--- src/rtl/control.sv ---
// Main control decoder for the single-issue MIPS datapath.
// Decodes the 6-bit opcode into registered datapath steering signals (one-cycle latency).
module control (
  input  logic       i_clk,
  input  logic       i_rst_n,
  input  logic [5:0] i_opcode,
  output logic       o_RegDst,
  output logic [1:0] o_ALUOp,
  output logic       o_ALUSrc,
  output logic       o_Branch,
  output logic       o_MemRead,
  output logic       o_MemWrite,
  output logic       o_RegWrite,
  output logic       o_MemtoReg
);

  localparam logic [5:0] OP_RFORMAT = 6'b000000;
  localparam logic [5:0] OP_LW      = 6'b100011;
  localparam logic [5:0] OP_SW      = 6'b101011;
  localparam logic [5:0] OP_BEQ     = 6'b000100;

  localparam logic [1:0] ALU_ADD   = 2'b00;
  localparam logic [1:0] ALU_SUB   = 2'b01;
  localparam logic [1:0] ALU_FUNCT = 2'b10;

  logic       reg_dst_d;
  logic [1:0] alu_op_d;
  logic       alu_src_d;
  logic       branch_d;
  logic       mem_read_d;
  logic       mem_write_d;
  logic       reg_write_d;
  logic       mem_to_reg_d;

  // Unknown opcodes (including X/Z) fall to the all-zero bubble.
  always_comb begin
    reg_dst_d    = 1'b0;
    alu_op_d     = ALU_ADD;
    alu_src_d    = 1'b0;
    branch_d     = 1'b0;
    mem_read_d   = 1'b0;
    mem_write_d  = 1'b0;
    reg_write_d  = 1'b0;
    mem_to_reg_d = 1'b0;
    case (i_opcode)
      OP_RFORMAT: begin
        reg_dst_d   = 1'b1;
        alu_op_d    = ALU_FUNCT;
        reg_write_d = 1'b1;
      end
      OP_LW: begin
        alu_src_d    = 1'b1;
        mem_read_d   = 1'b1;
        reg_write_d  = 1'b1;
        mem_to_reg_d = 1'b1;
      end
      OP_SW: begin
        alu_src_d   = 1'b1;
        mem_write_d = 1'b1;
      end
      OP_BEQ: begin
        alu_op_d = ALU_SUB;
        branch_d = 1'b1;
      end
      default: ;
    endcase
  end

  always_ff @(posedge i_clk or negedge i_rst_n) begin
    if (!i_rst_n) begin
      o_RegDst   <= 1'b0;
      o_ALUOp    <= ALU_ADD;
      o_ALUSrc   <= 1'b0;
      o_Branch   <= 1'b0;
      o_MemRead  <= 1'b0;
      o_MemWrite <= 1'b0;
      o_RegWrite <= 1'b0;
      o_MemtoReg <= 1'b0;
    end else begin
      o_RegDst   <= reg_dst_d;
      o_ALUOp    <= alu_op_d;
      o_ALUSrc   <= alu_src_d;
      o_Branch   <= branch_d;
      o_MemRead  <= mem_read_d;
      o_MemWrite <= mem_write_d;
      o_RegWrite <= reg_write_d;
      o_MemtoReg <= mem_to_reg_d;
    end
  end

endmodule

--- config.mk ---
export PLATFORM = sky130hd
export DESIGN_NAME = control
export DESIGN_NICKNAME = d
export VERILOG_FILES = /design/src/rtl/control.sv
export SDC_FILE = /design/constraint.sdc
export NUM_CORES = 1
export LEC_CHECK = 0
export CAP_MARGIN = 20
export CORE_AREA = 2 2 39 41
export CTS_CLUSTER_DIAMETER = 200
export DETAILED_ROUTE_END_ITERATION = 10
export DIE_AREA = 0 0 41 43
export HOLD_SLACK_MARGIN = 0.12
export MAX_ROUTING_LAYER = met4
export PLACE_DENSITY = 0.54
export REMOVE_ABC_BUFFERS = 1
export SYNTH_ARGS = -nofsm -noshare
export SYNTH_HDL_FRONTEND = slang
export SYNTH_SLANG_ARGS = --single-unit
export TNS_END_PERCENT = 100
--- constraint.sdc ---
create_clock -name i_clk -period 1.7 [get_ports i_clk]
set_input_delay 0.34 -clock i_clk [delete_from_list [all_inputs] [get_ports i_clk]]
set_output_delay 0.34 -clock i_clk [all_outputs]
set_load 0.03 [all_outputs]
Yosys cells after proc, flatten, opt, wreduce, memory -nomap -nowiden
Index checks and enable logic that the tools add are counted.

Logic and storage cells: 20. Bits in registers: 8. Input bits: 8. Output and inout port bits: 9.

Muxes and demuxes: 7. Equal/unequal tests: 3. Reductions and logical operators: 3.

Operators by type and width (number): 6-bit == test (second input constant) (2); 6-bit by 3-bit == test with 1-bit output (second input constant) (1); 6-bit logical NOT (1); 1-bit 2-to-1 mux (6); 2-bit one-hot mux with 2 select lines (1); 2-bit OR reduction (2).

Longest topological paths before layout
Gate-level depths: netlist of the first run.

Depth after elaboration: 3. Depth in mapped cells: 2. Gate-level depth less buffers: 2.

Least setup slack after synthesis of the first run
OpenSTA, ideal clock, no wires.

Path kind: input port to flip-flop. Start point: in i_opcode[1]. End point: reg o_RegWrite. Setup time: 0.111 ns. Stages on the path: 2. Data required time: 1.589 ns. Arrival time: 1.043 ns. Slack: 0.545 ns. Cells stage by stage: or3_1 -> a2111oi_2.

Longest elaborated chain between the ends: 3. Elaborated cells on any way between the ends: 4. Classes of those cells: 1 x eq/ne; 1 x mux; 2 x reduce/logical.

RTL lines: start, declared (line 6) `input logic [5:0] i_opcode,`; 6-bit == test / 6-bit logical NOT (equally long branches) (line 45) `case (i_opcode)`; 2-bit OR reduction (no line) *; 1-bit 2-to-1 mux * (line 45); net reg_write_d (line 32) `logic reg_write_d;`; end signal, assigned (line 86) `o_RegWrite <= reg_write_d;`; end, declared (line 13) `output logic o_RegWrite,`.

Mark *: on every way through the listed nets, which the timed path passes. The rest lies on a longest branch.

==> metrics.md, run 1 <==
| Metric | Value |
|---|---|
| Status | `complete, no violations` |
| Kind of cell adding the most delay to the critical path | `buffers and inverters` |
| Worst Setup End Kind | `output pin` |
| LEAKAGE | `0.185 nW` |
| Post-route clock period utilization | `0.933` |
| Core area | `1380 um2` |
| Final nets | `47` |
| PD cells | `752 nW/um2` |
| Critical path arrival | `1.25 ns` |
| Actual slew at the worst max-slew pin | `0.306 ns` |
| Startpoint Class | `flop` |
| Vias per inst | `4.07` |
| GRT Residual Overflow | `0` |
| Yosys Warn Count | `0` |
| Seq/Total Area, Yosys | `0.636` |
| GP Congestion | `0.603` |
| Worst vdd ir | `0.192 mV` |
| Clock root buffer | `clkbuf_4` |
| Clk sinks | `7` |
| Seq. cell area | `175 um2` |
| Num CTS Buffers | `3` |
| Area Overhead vs Synth | `69.5%` |
| Post_cts resized | `0` |
| Min-delay worst type | `input pin to asynchronous set/reset pin` |
| Fillers | `139` |
| Finish-stage setup viols | `0` |
| First drt pass iteration count | `1` |
| Post-synth cell types | `11` |
| Ant diodes | `0` |
| DR DRC count | `0` |
| CTS Hold Bufs | `0` |
| Minimum clock period after layout | `1.59 ns` |
| Wire length per cell | `8.56 um` |
| Final max-slew violation count | `0` |
| Via count | `220` |
| Setup TNS after final layout | `0 ns` |
| I/O pin count | `17` |
| Data required, critical path | `1.36 ns` |
| Layout cell share with drive strength beyond 1 | `0.158` |
| Post-route core utilization | `0.337` |
| Final Hold Fails | `0` |
| Post-Syn Area | `275 um2` |
| Initial detailed-routing violation count | `0` |
| Number of synthesized register bits | `7` |
| Post-DRT Antenna Nets | `0` |
| Slowest-stage cell, CP | `clkdlybuf4s50_1` |
| Slew Limit Headroom | `0.795` |
| Unrepaired setup endpoints after global routing | `no` |
| Worst Path Max Fanout | `2` |
| Synth Instances | `20` |
| Site row count | `14` |
| Die area | `1760 um2` |
| CP Depth | `1` |
| Number of global-route vias before repair | `191` |
| Crit path cell chain | `clkdlybuf4s50_1` |
| Max-cap violation count | `0` |
| Post-Route WL | `462 um` |
| Setup bufs post-CTS | `0` |
| Multi-input gate area | `85.1 um2` |
| First-pass GRT wire length | `752 um` |
| CTS tree | `done` |
| Design Power | `0.351 mW` |
| Die Wd | `41 um` |
| Avg Cell Area, Syn | `13.8 um2` |
| Pin count of the biggest net entering global routing | `8` |
| Crit-path max cell delay | `0.67 ns` |
| Clock tree buffer depth | `2` |
| Die H | `43 um` |
| Worst-path clk slew | `0.05 ns` |
| Port Buffers | `16` |
| WP buf/inv | `1` |
| Initial Util | `0.199` |
| Fmax | `631 MHz` |
| H-tree levels | `1` |
| Initial antenna violation count | `0` |
| Total GRT Usage | `0.0748` |
| Setup CP Type | `flop to output pin` |
state kept, by name, summed over array words and instances (netlist names):
name	cells
o_ALUOp	1
o_ALUSrc	1
o_Branch	1
o_MemtoReg	1
o_RegDst	1
o_MemWrite	1
o_RegWrite	1
Yosys cell counts:
| master | count | share of area |
|---|---|---|
| a2111oi_2 | 1 | 0.055 |
| buf_4 | 2 | 0.055 |
| dfrtp_1 | 7 | 0.64 |
| nand3_1 | 1 | 0.018 |
| nand4b_1 | 1 | 0.032 |
| nor2_1 | 1 | 0.014 |
| nor3_1 | 3 | 0.055 |
| nor3b_1 | 1 | 0.027 |
| nor3b_2 | 1 | 0.045 |
| or3_1 | 1 | 0.023 |
| or4_4 | 1 | 0.041 |
layout make-up:
class / instances / share of cell area
Timing Repair Buffer: 16 / 0.343
Sequential cell: 7 / 0.375
Clock buffer: 4 / 0.0563
Multi-Input combinational cell: 11 / 0.182
Tap cell: 16 / 0.0429
power breakdown:
group	leakage [nW]	total (mW)	internal, mW	switching, mW
sequential	0.0973	0.170	0.169	0.000589
combinational	0.0725	0.0417	0.0222	0.0195
clock	0.0150	0.140	0.0889	0.0507
cell families (layout without fill, tap and decap cells):
family          count (synthesis)  in the layout  share of synthesized area
flops                           7              7                      0.636
buf+inv                         2             20                     0.0545
simple gates                   10             10                      0.255
compound gates                  1              1                     0.0545
layout by cell type, fill, tap and decap left out, types with 3 or more instances in the layout:
cell | netlist | layout
clkbuf_4 | 0 | 3
clkdlybuf4s50_1 | 0 | 16
nor3_1 | 3 | 3
dfrtp_1 | 7 | 7
path summary, 6_finish.rpt:
path,startpoint,end,slack [ns]
max,o_Branch$_DFF_PN0_,o_ALUOp[0],0.11
min in group i_clk,i_opcode[4],o_RegWrite$_DFF_PN0_,0.70
max in group asynchronous,i_rst_n,o_ALUSrc$_DFF_PN0_,1.14
min,i_rst_n,o_Branch$_DFF_PN0_,0.34
layer usage:
metal  vias up  global-route usage  share of wire
met4         0              0.0800              0
met1        96              0.0695           0.35
met2        17              0.0938           0.47
met5         -                   -              0
li1        107                   -              -
met3         0              0.0471           0.18
metrics by stage:
stage	instances	setup slack [ns]	hold WS, ns	cell area, um2
6_report	54	0.114	0.343	467
5_1_grt	54	0.0334	0.348	467
4_1_cts	54	0.0948	0.345	467
3_5_place_dp	50	0.0262	0.603	440
3_3_place_gp	50	0.0677	0.605	440
2_1_floorplan	18	0.545	0.0444	260
Note: power is estimated with default switching activity, not from simulation.
==> inputs of run 2 (changes only) <==
- HOLD_SLACK_MARGIN: 0.12 -> not set
==> results of run 2 <==
Final layout, timing and power as in run 1 (identical DEF).
